`config.mk`:
```
export PLATFORM = sky130hd
export DESIGN_NAME = noc_flit_ingress_buffer
export DESIGN_NICKNAME = d
export VERILOG_FILES = /design/src/rtl/noc_flit_ingress_buffer.sv
export SDC_FILE = /design/constraint.sdc
export NUM_CORES = 1
export LEC_CHECK = 0
export ABC_CLOCK_PERIOD_IN_PS = 5000
export BUFFER_PORTS_ARGS = -buffer_cell sky130_fd_sc_hd__buf_2
export CAP_MARGIN = 40
export CORE_ASPECT_RATIO = 1.75
export CORE_MARGIN = 8
export CORE_UTILIZATION = 45
export CTS_CLUSTER_SIZE = 16
export DETAILED_ROUTE_END_ITERATION = 8
export SLEW_MARGIN = 20
export SYNTH_ARGS = -nofsm -noshare
export SYNTH_HDL_FRONTEND = slang
export SYNTH_SLANG_ARGS = --single-unit
```
`constraint.sdc`:
```
create_clock -name clk_noc -period 5 [get_ports clk_noc]
set_clock_uncertainty 0.15 [all_clocks]
set_input_delay 0.5 -clock clk_noc [delete_from_list [all_inputs] [get_ports clk_noc]]
set_output_delay 0.5 -clock clk_noc [all_outputs]
set_load 0.01 [all_outputs]
```
`src/rtl/noc_flit_ingress_buffer.sv`:
```
// Credit-returning flit ingress buffer: circular FIFO with a head/body packet tracker on the output.
// Optional input-side protocol checks are compiled in with NOC_FLIT_INGRESS_CHECK_EN.
module noc_flit_ingress_buffer #(
  parameter int FLIT_WIDTH        = 128,
  parameter int TDEST_WIDTH       = 3,
  parameter int FLIT_BUFFER_DEPTH = 4
) (
  input  logic                   clk_noc,
  input  logic                   rst_n,
  input  logic [FLIT_WIDTH-1:0]  data_in,
  input  logic [TDEST_WIDTH-1:0] dest_in,
  input  logic                   is_tail_in,
  input  logic                   send_in,
  output logic                   credit_out,
  output logic                   flit_valid,
  input  logic                   flit_ready,
  output logic [FLIT_WIDTH-1:0]  flit_data,
  output logic [TDEST_WIDTH-1:0] flit_dest,
  output logic                   flit_tail,
  output logic                   flit_head,
  output logic                   err_overflow,
  output logic                   err_dest
);

  localparam int PTR_W = (FLIT_BUFFER_DEPTH > 1) ? $clog2(FLIT_BUFFER_DEPTH) : 1;
  localparam int CNT_W = $clog2(FLIT_BUFFER_DEPTH + 1);
  localparam logic [PTR_W-1:0] PTR_LAST = PTR_W'(FLIT_BUFFER_DEPTH - 1);
  localparam logic [CNT_W-1:0] CNT_FULL = CNT_W'(FLIT_BUFFER_DEPTH);

  typedef enum logic {IDLE = 1'b0, BODY = 1'b1} pkt_state_e;

  logic [FLIT_WIDTH-1:0]  data_q [FLIT_BUFFER_DEPTH];
  logic [FLIT_WIDTH-1:0]  data_d [FLIT_BUFFER_DEPTH];
  logic [TDEST_WIDTH-1:0] dest_q [FLIT_BUFFER_DEPTH];
  logic [TDEST_WIDTH-1:0] dest_d [FLIT_BUFFER_DEPTH];
  logic [FLIT_BUFFER_DEPTH-1:0] tail_q, tail_d;
  logic [PTR_W-1:0] wr_ptr_q, wr_ptr_d, rd_ptr_q, rd_ptr_d;
  logic [CNT_W-1:0] count_q, count_d;
  logic             credit_q, credit_d;
  pkt_state_e       state_q, state_d;
  logic             enq, deq, full;

  always_comb begin
    data_d   = data_q;
    dest_d   = dest_q;
    tail_d   = tail_q;
    wr_ptr_d = wr_ptr_q;
    rd_ptr_d = rd_ptr_q;
    count_d  = count_q;
    state_d  = state_q;
    full     = (count_q == CNT_FULL);
    deq      = (count_q != '0) && flit_ready;
    // A full buffer still accepts when the head leaves on the same edge.
    enq      = send_in && (!full || deq);
    credit_d = deq;
    if (enq) begin
      data_d[wr_ptr_q] = data_in;
      dest_d[wr_ptr_q] = dest_in;
      tail_d[wr_ptr_q] = is_tail_in;
      wr_ptr_d = (wr_ptr_q == PTR_LAST) ? '0 : wr_ptr_q + 1'b1;
    end
    if (deq) begin
      rd_ptr_d = (rd_ptr_q == PTR_LAST) ? '0 : rd_ptr_q + 1'b1;
    end
    case ({enq, deq})
      2'b10:   count_d = count_q + 1'b1;
      2'b01:   count_d = count_q - 1'b1;
      default: count_d = count_q;
    endcase
    if (deq) begin
      case (state_q)
        IDLE:    if (!tail_q[rd_ptr_q]) state_d = BODY;
        BODY:    if (tail_q[rd_ptr_q])  state_d = IDLE;
        default: state_d = IDLE;
      endcase
    end
  end

  always_ff @(posedge clk_noc or negedge rst_n) begin
    if (!rst_n) begin
      for (int i = 0; i < FLIT_BUFFER_DEPTH; i++) begin
        data_q[i] <= '0;
        dest_q[i] <= '0;
      end
      tail_q   <= '0;
      wr_ptr_q <= '0;
      rd_ptr_q <= '0;
      count_q  <= '0;
      credit_q <= 1'b0;
      state_q  <= IDLE;
    end else begin
      data_q   <= data_d;
      dest_q   <= dest_d;
      tail_q   <= tail_d;
      wr_ptr_q <= wr_ptr_d;
      rd_ptr_q <= rd_ptr_d;
      count_q  <= count_d;
      credit_q <= credit_d;
      state_q  <= state_d;
    end
  end

  assign flit_valid = (count_q != '0);
  assign flit_data  = data_q[rd_ptr_q];
  assign flit_dest  = dest_q[rd_ptr_q];
  assign flit_tail  = tail_q[rd_ptr_q];
  assign flit_head  = (state_q == IDLE);
  assign credit_out = credit_q;

`ifdef NOC_FLIT_INGRESS_CHECK_EN
  logic                   err_overflow_q, err_overflow_d;
  logic                   err_dest_q, err_dest_d;
  logic                   in_first_q, in_first_d;
  logic [TDEST_WIDTH-1:0] pkt_dest_q, pkt_dest_d;

  // Input-side tracker follows the sender's packet framing, independent of the buffer.
  always_comb begin
    err_overflow_d = err_overflow_q;
    err_dest_d     = err_dest_q;
    in_first_d     = in_first_q;
    pkt_dest_d     = pkt_dest_q;
    if (send_in && !enq) err_overflow_d = 1'b1;
    if (send_in) begin
      if (in_first_q) pkt_dest_d = dest_in;
      else if (dest_in != pkt_dest_q) err_dest_d = 1'b1;
      in_first_d = is_tail_in;
    end
  end

  always_ff @(posedge clk_noc or negedge rst_n) begin
    if (!rst_n) begin
      err_overflow_q <= 1'b0;
      err_dest_q     <= 1'b0;
      in_first_q     <= 1'b1;
      pkt_dest_q     <= '0;
    end else begin
      err_overflow_q <= err_overflow_d;
      err_dest_q     <= err_dest_d;
      in_first_q     <= in_first_d;
      pkt_dest_q     <= pkt_dest_d;
    end
  end

  assign err_overflow = err_overflow_q;
  assign err_dest     = err_dest_q;
`else
  assign err_overflow = 1'b0;
  assign err_dest     = 1'b0;
`endif

endmodule

```
==> impl_metrics.toml <==
[run_status]
status = "finished, final reports clean"

[worst_setup_path]
critPathKind = "register to output port"
regToRegStartpoint = "count_q[0]$_DFFE_PN0P_"
crit_required_ps = 4350
crit_arrival_ps = 2710
crit_fanout = 24
cp-endpoint = "flit_data[124]"
worstRegToRegCells = 4
startpoint = "rd_ptr_q[0]$_DFFE_PN0P_"
rrSetupSlack_ps = 2030
timing.rr.end = "data_q[220]$_DFFE_PN0P_"
startpoint_type = "register"
critPathCaptureType = "output port"

[clock_network]
hold_buffers = 63
cts_tree = "done"
post-cts-setup-buffer-count = 0
cts_buffers = 51
clkTransAtPathRegs_ps = 60
clk_latency_ps = 570
root_buffer = "clkbuf_16"
cts_resized = 0
cts.path.max_buffers = 3
clkSinkCount = 537
htreeDepth = 2

[sta]
fmax_mhz = 298
max-slew-margin-rel_pct = 44.4
worst_hold_slack_ps = 34.8
slew_viol_final = 0
hold_violations = 0
period_share_pct = 67.2
worstMarginPinSlew_ps = 835
rsz0062_at_grt = "no"
layout_min_cycle_time_ps = 3360
setup_viol_count_final = 0
setup_tns_ps = 0

[place]
portBuffers = 270
dp_hpwl_um = 33100
gp_congestion = 0.720
post-place-cells = 2208

[synthesis]
synth_common_cells = "dfrtp_1, mux2_1, mux2_2"
synthesis.area_um2 = 23500
ys_seq_area_share_pct = 57.1
netlist_instances = 1323
synth_warnings = 0
synth_seq_cells = 537
ys_dominant_reg_cell = "dfrtp_1"
synth_area_leader_cell = "dfrtp_1"
synth-edff-count = 0
synth_cell_types = 26
syn_area_per_cell_um2 = 17.8
synth.most_common_cell = "dfrtp_1"
synth_area_leaders = "dfrtp_1, mux2_1, mux4_2, mux2_2, buf_8"
synth_async_sr_flop_share_pct = 100
synth_top_area_share_pct = 57.1

[detailed_routing]
wl_per_cell_um = 22.3
drcViolationCount = 0
firstDrtPassIters = 4
vias_per_cell = 5.41
ant_nets = 0
num_vias = 12796
drtIter0Drc = 497
routed_wl_um = 52600

[die]
die_w_um = 189
start_util_pct = 45.2
die_h_um = 319
io_pins = 273
die-area_um2 = 60200
coreArea_um2 = 52100
rows = 111

[pwr]
p_per_area_nw_per_um2 = 708
ir_worst_vdd_mv = 0.411
p_leak_nw = 12.0

[grt]
first_global_vias = 14684
use_met2_pct = 30.8
grt_max_degree = 122
track_usage_pct = 17.9
antenna_found_initial = 4
overflow = 0
met1_usage_pct = 22.7
gr-max-usage-layer = "met2"
grtUsageMet3_pct = 3.16
grt_pass1_wl_um = 85600

[layout]
nNetsFinal = 1790
synthToLayoutAreaGrowth_pct = 17.1
n_fill_cell = 4389
drive_gt1_share_pct = 43.3
finalNonFillerCells = 2366

[worst_hold_path]
min_path_type = "primary input to register"

[flow_run]
drv_cap = 0
## cells by family after synthesis
logic type / count (synthesis) / synth area share (%)
AND/OR/NAND/NOR: 11 / 0.452
adder cells (fa/ha/maj): 7 / 0.404
multiplexers: 664 / 38.1
flip-flops: 537 / 57.1
other: 1 / 0.0159
buffers and inverters: 97 / 3.81
AO/OA/AOI/OAI: 3 / 0.0850
XOR/XNOR: 3 / 0.112
## per-layer routing
metal | up-vias | wire, um
li1 | 5569 | -
met1 | 6889 | 22300
met2 | 269 | 26900
met3 | 69 | 2220
met4 | 0 | 1230
met5 | - | 0
## critical path, cell delays in order, from the launching register on
cell     delay [ps]
dfrtp_4         730
buf_16          280
buf_4           330
mux4_2          600
buf_2           170
## power by group
| group | total [mW] | switching (mW) | leakage [nW] | internal (mW) |
|---|---|---|---|---|
| combinational | 7.91 | 3.54 | 4.80 | 4.37 |
| sequential | 7.71 | 1.12 | 6.36 | 6.59 |
| clock | 3.89 | 1.64 | 0.851 | 2.25 |
## how the worst min path moves through the flow
| stage | cells past startpoint | start | to | slack [ps] |
|---|---|---|---|---|
| 2_1_floorplan | 0 | rst_n | count_q[0]$_DFFE_PN0P_ | 50 |
| 3_3_place_gp | 1 | data_q[196]$_DFFE_PN0P_ | data_q[196]$_DFFE_PN0P_ | 320 |
| 3_5_place_dp | 1 | data_q[194]$_DFFE_PN0P_ | data_q[194]$_DFFE_PN0P_ | 330 |
| 4_1_cts | 2 | data_in[66] | data_q[194]$_DFFE_PN0P_ | 0.07 |
| 5_1_grt | 2 | data_in[72] | data_q[328]$_DFFE_PN0P_ | 8 |
| 6_report | 2 | data_in[65] | data_q[193]$_DFFE_PN0P_ | 30 |
## sequential cells by signal, summed over array words and instances (netlist names)
register,count
data_q,512
dest_q,12
tail_q,4
count_q,3
rd_ptr_q,2
wr_ptr_q,2
credit_out,1
state_q,1
## stage by stage
stage	cell area [um^2]	setup WS, ps	power [mW]	util [%]
6_report	27600	1640	19.5	52.9
5_1_grt	27600	1450	20.8	52.9
4_1_cts	27600	1500	19.9	52.9
3_5_place_dp	25200	1830	15.9	48.5
3_3_place_gp	25200	1860	15.5	48.4
2_1_floorplan	23600	2550	13.2	-
## area by class of cell
type                    instances  area, um^2  share of cell area [%]
flip-flops and latches        537       13400                    48.8
diodes                          2        5.00                  0.0182
well taps                     678         848                    3.08
multi-input cells             690        9220                    33.4
inverters                       7        26.3                  0.0953
clock inverters                20         179                   0.649
clock buffers                  72        1510                    5.47
repair buffers                360        2340                    8.50
## cell usage in the layout, fill, tap and decap left out, types with 2 or more instances in the layout
master and count:
mux2_2 211, inv_1 7, mux4_2 132, nand2_1 2, clkbuf_1 8, xor2_1 2
diode_2 2, mux2_1 320, buf_16 2, dfrtp_1 535, nor2_1 2, buf_4 15
clkbuf_8 11, clkbuf_16 53, conb_1 2, dfrtp_4 2, buf_2 269, ha_1 6
clkinv_2 16, dlygate4sd3_1 63, nand3_4 4, bufinv_16 3, buf_12 9
Note: power is estimated with default switching activity, not from simulation.
